**config.mk**
```make
export PLATFORM = sky130hd
export DESIGN_NAME = digit_scan_controller_flat
export DESIGN_NICKNAME = d
export VERILOG_FILES = /design/src/rtl/digit_scan_controller_if.sv /design/src/rtl/digit_scan_controller.sv /design/src/flat_wrapper.sv
export SDC_FILE = /design/constraint.sdc
export NUM_CORES = 1
export LEC_CHECK = 0
export ABC_CLOCK_PERIOD_IN_PS = 3400
export BUFFER_PORTS_ARGS = -buffer_cell sky130_fd_sc_hd__clkbuf_2
export CAP_MARGIN = 20
export CORE_MARGIN = 3
export CORE_UTILIZATION = 45
export CTS_BUF_LIST = sky130_fd_sc_hd__clkbuf_16
export CTS_CLUSTER_SIZE = 16
export DETAILED_ROUTE_END_ITERATION = 8
export PLACE_DENSITY = 0.73
export REMOVE_ABC_BUFFERS = 1
export SYNTH_ARGS = -nofsm -noshare
export SYNTH_HDL_FRONTEND = slang
export SYNTH_SLANG_ARGS = --single-unit
```
**constraint.sdc**
```tcl
create_clock -name CLK -period 3.4 [get_ports CLK]
set_clock_uncertainty 0.2 [all_clocks]
set_input_delay 0.51 -clock CLK [delete_from_list [all_inputs] [get_ports CLK]]
set_output_delay 0.51 -clock CLK [all_outputs]
set_load 0.05 [all_outputs]
```
**src/rtl/digit_scan_controller_if.sv**
```systemverilog
// Display-side bus of the digit scanner: BCD value/load/brightness controls in,
// registered SEG/DIGIT drive and frame marker out.
interface digit_scan_controller_if #(
  parameter int NUM_DIGITS = 4
);
  logic [4*NUM_DIGITS-1:0] value;
  logic                    load;
  logic [2:0]              bright;
  logic                    lzs_en;
  logic [6:0]              SEG;
  logic [NUM_DIGITS-1:0]   DIGIT;
  logic                    frame_done;

  modport master (output value, load, bright, lzs_en,
                  input  SEG, DIGIT, frame_done);
  modport slave  (input  value, load, bright, lzs_en,
                  output SEG, DIGIT, frame_done);
endinterface

```
**src/rtl/digit_scan_controller.sv**
```systemverilog
// Multiplexed 7-segment scanner: per-frame BCD snapshot, blank/dwell slot per digit,
// PWM brightness, leading-zero blanking, frame_done on the last lit cycle.
module digit_scan_controller #(
  parameter int NUM_DIGITS   = 4,
  parameter int DWELL_CYCLES = 4096,
  parameter int BLANK_CYCLES = 64
) (
  input  logic CLK,
  input  logic RESET_N,
  digit_scan_controller_if.slave bus
);
  localparam int IDX_W   = (NUM_DIGITS > 1) ? $clog2(NUM_DIGITS) : 1;
  localparam int DW_W    = $clog2(DWELL_CYCLES);
  localparam int CNT_MAX = (DWELL_CYCLES > BLANK_CYCLES) ? DWELL_CYCLES : BLANK_CYCLES;
  localparam int CNT_W   = $clog2(CNT_MAX);
  localparam int VW      = 4*NUM_DIGITS;

  localparam logic [IDX_W-1:0] LAST_IDX   = IDX_W'(NUM_DIGITS-1);
  localparam logic [CNT_W-1:0] BLANK_LAST = CNT_W'(BLANK_CYCLES-1);
  localparam logic [CNT_W-1:0] DWELL_LAST = CNT_W'(DWELL_CYCLES-1);

  typedef enum logic {S_BLANK, S_ON} state_t;

  state_t                state_q, state_d;
  logic [IDX_W-1:0]      idx_q, idx_d;
  logic [CNT_W-1:0]      cnt_q, cnt_d;
  logic [VW-1:0]         shadow_q;
  logic [VW-1:0]         snap_q, snap_d;
  logic [6:0]            seg_q, seg_d;
  logic [NUM_DIGITS-1:0] digit_q, digit_d;
  logic                  fd_q, fd_d;

  logic [3:0] nib;
  logic       lead0;
  logic       zero_run;
  logic       lit;

  function automatic logic [6:0] seg_decode(input logic [3:0] n);
    case (n)
      4'd0:    seg_decode = 7'h3F;
      4'd1:    seg_decode = 7'h06;
      4'd2:    seg_decode = 7'h5B;
      4'd3:    seg_decode = 7'h4F;
      4'd4:    seg_decode = 7'h66;
      4'd5:    seg_decode = 7'h6D;
      4'd6:    seg_decode = 7'h7D;
      4'd7:    seg_decode = 7'h07;
      4'd8:    seg_decode = 7'h7F;
      4'd9:    seg_decode = 7'h6F;
      default: seg_decode = 7'h40;
    endcase
  endfunction

  always_comb begin
    state_d = state_q;
    idx_d   = idx_q;
    cnt_d   = cnt_q + 1'b1;
    case (state_q)
      S_BLANK: if (cnt_q == BLANK_LAST) begin
        cnt_d   = '0;
        state_d = S_ON;
      end
      default: if (cnt_q == DWELL_LAST) begin
        cnt_d   = '0;
        state_d = S_BLANK;
        idx_d   = (idx_q == LAST_IDX) ? '0 : idx_q + 1'b1;
      end
    endcase

    // Snapshot is taken in the first cycle of every frame, so the whole frame
    // decodes one coherent value; the decoder looks at the post-capture value.
    snap_d = (state_q == S_BLANK && idx_q == '0 && cnt_q == '0) ? shadow_q : snap_q;

    nib      = '0;
    lead0    = 1'b0;
    zero_run = 1'b1;
    for (int i = NUM_DIGITS-1; i >= 0; i--) begin
      zero_run = zero_run & (snap_d[4*i +: 4] == 4'd0);
      if (idx_d == IDX_W'(i)) begin
        nib   = snap_d[4*i +: 4];
        lead0 = zero_run && (i != 0);
      end
    end

    lit = (cnt_d[DW_W-1 -: 3] <= bus.bright);

    seg_d   = '0;
    digit_d = '0;
    fd_d    = 1'b0;
    if (state_d == S_ON) begin
      digit_d = NUM_DIGITS'(1) << idx_d;
      if (lit && !(bus.lzs_en && lead0))
        seg_d = seg_decode(nib);
      fd_d = (idx_d == LAST_IDX) && (cnt_d == DWELL_LAST);
    end
  end

  always_ff @(posedge CLK or negedge RESET_N) begin
    if (!RESET_N) begin
      state_q  <= S_BLANK;
      idx_q    <= '0;
      cnt_q    <= '0;
      shadow_q <= '0;
      snap_q   <= '0;
      seg_q    <= '0;
      digit_q  <= '0;
      fd_q     <= 1'b0;
    end else begin
      state_q <= state_d;
      idx_q   <= idx_d;
      cnt_q   <= cnt_d;
      snap_q  <= snap_d;
      seg_q   <= seg_d;
      digit_q <= digit_d;
      fd_q    <= fd_d;
      if (bus.load) shadow_q <= bus.value;
    end
  end

  assign bus.SEG        = seg_q;
  assign bus.DIGIT      = digit_q;
  assign bus.frame_done = fd_q;
endmodule
```
**src/flat_wrapper.sv**
```systemverilog
// flat-port wrapper written by rule: the top's interface ports become plain ports
module digit_scan_controller_flat 
#(
  parameter int NUM_DIGITS   = 4,
  parameter int DWELL_CYCLES = 4096,
  parameter int BLANK_CYCLES = 64
)
  (CLK, RESET_N, bus_value, bus_load, bus_bright, bus_lzs_en, bus_SEG, bus_DIGIT, bus_frame_done);
  digit_scan_controller_if #(.NUM_DIGITS(NUM_DIGITS)) bus_i ();
  input  logic CLK;
  input  logic RESET_N;
  input wire logic [$bits(bus_i.value)-1:0] bus_value;
  input wire logic [$bits(bus_i.load)-1:0] bus_load;
  input wire logic [$bits(bus_i.bright)-1:0] bus_bright;
  input wire logic [$bits(bus_i.lzs_en)-1:0] bus_lzs_en;
  output wire logic [$bits(bus_i.SEG)-1:0] bus_SEG;
  output wire logic [$bits(bus_i.DIGIT)-1:0] bus_DIGIT;
  output wire logic [$bits(bus_i.frame_done)-1:0] bus_frame_done;
  assign bus_i.value = bus_value;
  assign bus_i.load = bus_load;
  assign bus_i.bright = bus_bright;
  assign bus_i.lzs_en = bus_lzs_en;
  assign bus_SEG = bus_i.SEG;
  assign bus_DIGIT = bus_i.DIGIT;
  assign bus_frame_done = bus_i.frame_done;
  digit_scan_controller #(.NUM_DIGITS(NUM_DIGITS), .DWELL_CYCLES(DWELL_CYCLES), .BLANK_CYCLES(BLANK_CYCLES)) u_core (.CLK(CLK), .RESET_N(RESET_N), .bus(bus_i));
endmodule
```
# After elaboration in Yosys (flattened, before gate mapping)
# Memories as Yosys holds them, arrays and structs flattened.
# Cells that the tools add are included.
dict set report classes {
  n_shift 1
  n_mux 22
  addsub 2
  reduce_logical 12
  bitwise_logic 3
  order_cmp 1
  eq_ne 7
}
# cell n
set op_table {}
lappend op_table {{$mux 12} 3}
lappend op_table {{$eq 12x12->1 const B} 2}
lappend op_table {{$mux 4} 5}
lappend op_table {{$mux 16} 1}
lappend op_table {{$mux 7} 2}
lappend op_table {{$add 12x1->12 const B} 1}
lappend op_table {{$eq 12x6->1 const B} 1}
lappend op_table {{$logic_not 12->1} 1}
lappend op_table {{$logic_not 4->1} 3}
lappend op_table {{$mux 1} 8}
lappend op_table {{$eq 2x2->1 const B} 3}
lappend op_table {{$mux 2} 3}
lappend op_table {{$logic_and 1x1->1} 5}
lappend op_table {{$logic_not 2->1} 2}
lappend op_table {{$shl 1x2->4 const A} 1}
lappend op_table {{$le 3x3->1} 1}
lappend op_table {{$add 2x1->2 const B} 1}
lappend op_table {{$and 1x1->1} 2}
lappend op_table {{$eq 2x1->1 const B} 1}
lappend op_table {{$logic_not 1->1} 1}
lappend op_table {{$not 1->1} 1}
dict set report totals {
  mem_count 1
  rom_bits 112
  word_cells 57
  output_inout_bits 12
  inputBits 23
  register_bits 59
}
# memory words width read_ports rd_ports_with_merged_regs write_ports line
set memory_table {}
lappend memory_table {{(name not given)} 16 7 1 0 0 digit_scan_controller.sv:39} ;# case (n)

# Depth between registers and ports, before layout
dict set report logic_depth {
  ltp_word 14
  mapped_depth 14
}

# Worst setup path before layout
# OpenSTA, ideal clock, no wires.
dict set report synth_timing {
  kind {register -> register}
  start {register u_core.cnt_q[0]}
  end {register u_core.seg_q[0] (netlist: u_core.bus.SEG[0])}
  setup_ns 0.087
  slack_ns 0.325
  period_less_slack_ns 3.075
  stages_incl_launch_ff 10
  arrival_time_ns 2.787
  cell_sequence {dfrtp_1 -> ha_1 -> and4_4 -> nand4_4 -> mux2i_4 -> mux2_2 -> mux2_2 -> ha_1 -> mux2_1 -> a211oi_2}
}
dict set report synth_via {
  elab_chain_cells 13
  word_cells_on_any_way 38
}
# element line
set synth_lines {}
lappend synth_lines {{start: declaration} digit_scan_controller.sv:26} ;# logic [CNT_W-1:0] cnt_q, cnt_d;
lappend synth_lines {{start signal: assignment} digit_scan_controller.sv:111} ;# cnt_q <= cnt_d;
lappend synth_lines {{parallel branches: the longest is 12 deep, another holds $mem_v2 16x7} --}
lappend synth_lines {{$mux 7 *} digit_scan_controller.sv:90} ;# if (state_d == S_ON) begin
lappend synth_lines {{via u_core.seg_d[0]} digit_scan_controller.sv:29} ;# logic [6:0] seg_q, seg_d;
lappend synth_lines {{end signal: assignment} digit_scan_controller.sv:113} ;# seg_q <= seg_d;
lappend synth_lines {{end: declaration} digit_scan_controller.sv:29}
# Mark *: on every way through the listed nets, which the timed path passes.
# A chain may end at the register's enable or synchronous reset.

# Worst setup path after layout
dict set report layout_timing {
  start {register u_core.cnt_q[0]}
  end {register u_core.seg_q[2] (netlist: u_core.bus.SEG[2])}
}
dict set report layout_via {
  word_cells_on_any_way 38
}
# element line
set layout_lines {}
lappend layout_lines {{$add 12x1->12, or another cell as far along} digit_scan_controller.sv:57} ;# cnt_d = cnt_q + 1'b1;
lappend layout_lines {{$mux 12 (on tied branches)} {digit_scan_controller.sv:59, digit_scan_controller.sv:63}}
lappend layout_lines {{$mux 12 *} digit_scan_controller.sv:58} ;# case (state_q)
lappend layout_lines {{via u_core.cnt_d[10]} digit_scan_controller.sv:26}
lappend layout_lines {{$le 3x3->1 *} digit_scan_controller.sv:85} ;# lit = (cnt_d[DW_W-1 -: 3] <= bus.bright);
lappend layout_lines {{$logic_and 1x1->1 *} digit_scan_controller.sv:92} ;# if (lit && !(bus.lzs_en && lead0))
lappend layout_lines {{$mux 7 *} digit_scan_controller.sv:92}
lappend layout_lines {{$mux 7 *} digit_scan_controller.sv:90}
lappend layout_lines {{via u_core.seg_d[2]} digit_scan_controller.sv:29}
# Mark *: on every way through the listed nets, which the timed path passes. The rest lies on a longest branch.

==> out/metrics.csv <==
stage;metric;value;unit
run_status;status;finished clean;
hold_path;hold_class;in2async;
die;fp.dieH;87.2;um
layout;nets;328;
layout;area_growth;20.4;%
die;die_area;7610;sq um
clock_tree;cts_max_level;3;
detailed_routing;first_pass_iters;4;
setup_path;crit_buf_inv;0;
setup_path;cpMaxStageDelayCell;dfrtp_2;
layout;layout_commonest_cell;dfrtp_1;
die;ios;35;
clock_tree;path_clk_slew;0.05;ns
detailed_routing;wl_per_cell;14.8;um
setup_path;worst_setup_path_end_kind;flop;
run;drv_cap;0;
clock_tree;cts.path.max_buffers;2;
setup_path;crit_top_cell;ha_1;
power;pwr_density_cell;502;nW/um^2
synthesis;ys_seq_area_share;49.7;%
setup_path;worstPathArrival;3.14;ns
setup_path;critPathLaunchType;flop;
setup_path;reg2reg_depth;12;
setup_path;reg2reg_slack;0.28;ns
synthesis;synth_top_flop_cell;dfrtp_1;
synthesis;yosysUniqueCellTypes;44;
detailed_routing;drc_errors;0;
sta;finalHoldViolations;0;
placement;port-buffer-count;34;
layout;fillerInstances;514;
setup_path;cp_slowest_stage_delay;0.41;ns
setup_path;timing.rr.start;u_core.cnt_q[0]$_DFF_PN0_;
placement;gp_congestion;0.857;
layout;multi_input_area;1340;sq um
grt;grt_util_met2;27.1;%
detailed_routing;drtAntennaViolNets;0;
sta;finalCritPeriodShare;91.7;%
sta;max_freq;0.321;GHz
clock_tree;cts_hold_buf;0;
clock_tree;cts_sinks;59;
sta;rsz0062_at_grt;false;
grt;gr-usage-met1;19.5;%
sta;drv_slew;0;
placement;placed_cell_area;3230;sq um
grt;grt_pass1_wl;9330;um
grt;grt_max_degree;32;
sta;min_period;3.12;ns
detailed_routing;via_per_inst;5.25;
layout;regArea;1480;sq um
synthesis;synth_area;2970;sq um
clock_tree;cts_buffers;9;
clock_tree;cts_setup_buffers;0;
grt;busiest_layer;met2;
die;die_w;87.2;um
detailed_routing;vias;1960;
grt;overflow;0;
setup_path;cpLargestDelayFamily;simple AND/OR/NAND/NOR gates;
setup_path;crit_path_cell_trace;ha_1 -> and4_4 -> nand2_1 -> nor2_4 -> nand3_1 -> xnor2_2 -> ha_1 -> nor2b_1 -> o21a_1 -> o21ai_1 -> o311ai_4 -> a311oi_1;
die;rows;28;
layout;antenna-diode-count;0;
synthesis;ys_warn_count;0;
synthesis;async_flop_share;100;%
synthesis;avgSynthCellArea;11.9;sq um
power;peakVddDrop;0.365;mV
clock_tree;ctsResizeCount;0;
die;coreArea;6170;sq um
placement;detailed_place_hpwl;4020;um
sta;tightest_slew;0.535;ns
grt;track_usage;16.2;%
setup_path;path_class;reg2reg;
setup_path;r2r_end;u_core.bus.SEG[2]$_DFF_PN0_;
clock_tree;cts_root_buf;clkbuf_16;
synthesis;synth_edf_count;0;
setup_path;critPathMaxFanout;7;
layout;fin_area;3580;sq um
setup_path;required;3.42;ns
sta;finalSetupViolations;0;
clock_tree;cts_tree;done;
clock_tree;insertion_delay;0.32;ns
synthesis;ys_seq_elements;59;
synthesis;synth_cells;249;
layout;layout-drive-gt1-share;30.5;%
grt;antenna_found_initial;0;
power;power_leakage;1.90;nW
layout;post-route-util;58.0;%
layout;layout_common_cells;58 x dfrtp_1, 34 x clkbuf_2, 29 x inv_1;
sta;slew_headroom;64.4;%
grt;grt_pass1_vias;1978;
detailed_routing;wl;5530;um
die;initial_core_util;48.2;%
grt;grtUsageMet3;4.82;%
detailed_routing;drtIter0Drc;76;
-- cell usage after synthesis (2+ instances only) --
cell / n / share of area (%)
a211oi_1: 3 / 0.76
a21oi_1: 3 / 0.51
a41oi_1: 2 / 0.59
and4_4: 2 / 0.76
buf_2: 3 / 0.51
buf_6: 2 / 0.76
dfrtp_1: 59 / 50
ha_1: 12 / 5.1
inv_1: 29 / 3.7
mux2_2: 21 / 8.0
mux2i_1: 25 / 8.4
mux2i_4: 4 / 3.0
nand2_1: 10 / 1.3
nand3_1: 9 / 1.5
nand3b_1: 3 / 0.76
nand4_1: 2 / 0.42
nor2_1: 15 / 1.9
nor2b_1: 3 / 0.63
nor3_1: 4 / 0.67
nor3b_1: 3 / 0.76
o21a_1: 2 / 0.51
o21ai_0: 4 / 0.67
xnor2_1: 4 / 1.2
xor2_1: 5 / 1.5
-- kinds of logic (layout without fill, tap and decap cells) --
group / after synthesis / count (layout) / share of synthesized area (%)
flops: 59 / 59 / 49.7
fa+ha+maj: 12 / 12 / 5.06
compound gates: 23 / 23 / 6.03
mux: 51 / 51 / 19.8
simple gates: 58 / 58 / 10.9
buf+inv: 37 / 86 / 5.86
xor+xnor: 9 / 9 / 2.65
-- power breakdown --
part,internal (W),switching [W]
combinational,0.0000474,0.0000529
clock,0.000638,0.000311
sequential,0.000732,0.0000141
total,0.00142,0.000378
-- state kept, by name, indices dropped and copies added (netlist names) --
register and cells:
u_core.snap_q 16, u_core.shadow_q 16, u_core.bus.DIGIT 4, u_core.cnt_q 12, u_core.state_q 1, u_core.bus.SEG 7
u_core.bus.frame_done 1, u_core.idx_q 2
-- area by class of cell --
cell class	instances	share of cell area, %
clock inverters	7	2.55
repair buffers	41	6.58
inverters	29	3.04
clock buffers	9	6.30
well taps	75	2.62
multi-input cells	153	37.6
flip-flops and latches	59	41.3
-- worst max path at each step --
| stage | end | startpoint | cells after the start |
|---|---|---|---|
| after detailed placement | u_core.bus.SEG[2]$_DFF_PN0_ | u_core.cnt_q[0]$_DFF_PN0_ | 12 |
| after global placement | u_core.bus.SEG[2]$_DFF_PN0_ | u_core.cnt_q[0]$_DFF_PN0_ | 12 |
| after floorplan | u_core.bus.SEG[0]$_DFF_PN0_ | u_core.cnt_q[9]$_DFF_PN0_ | 9 |
| after global routing | u_core.bus.SEG[2]$_DFF_PN0_ | u_core.cnt_q[0]$_DFF_PN0_ | 12 |
| final | u_core.bus.SEG[2]$_DFF_PN0_ | u_core.cnt_q[0]$_DFF_PN0_ | 12 |
| after CTS | u_core.bus.SEG[3]$_DFF_PN0_ | u_core.cnt_q[0]$_DFF_PN0_ | 12 |
-- metrics by stage --
stage / TNS, ns / setup WS (ns) / hold slack, ns / cells / total power [W]
6_report: 0 / 0.283 / 0.00349 / 373 / 0.00179
5_1_grt: 0 / 0.0251 / 0.0338 / 373 / 0.00186
4_1_cts: 0 / 0.0497 / 0.0177 / 373 / 0.00181
3_5_place_dp: 0 / 0.0832 / 0.291 / 357 / 0.000859
3_3_place_gp: 0 / 0.181 / 0.277 / 357 / 0.000854
2_1_floorplan: -0.0180 / -0.0180 / 0.0144 / 241 / 0.000810
-- metal layers --
layer	vias to the layer above	wire length, um
met5	-	0
met4	0	74
met3	7	210
met2	28	2950
met1	974	2300
li1	951	-
-- worst reg2reg max path, cell delays in order (launching register included) --
cell,delay [ns]
dfrtp_2,0.41
ha_1,0.21
and4_4,0.28
nand2_1,0.17
nor2_4,0.19
nand3_1,0.14
xnor2_2,0.22
ha_1,0.28
nor2b_1,0.13
o21a_1,0.16
o21ai_1,0.20
o311ai_4,0.19
a311oi_1,0.26
No activity file was read; power rests on OpenSTA's default activity.
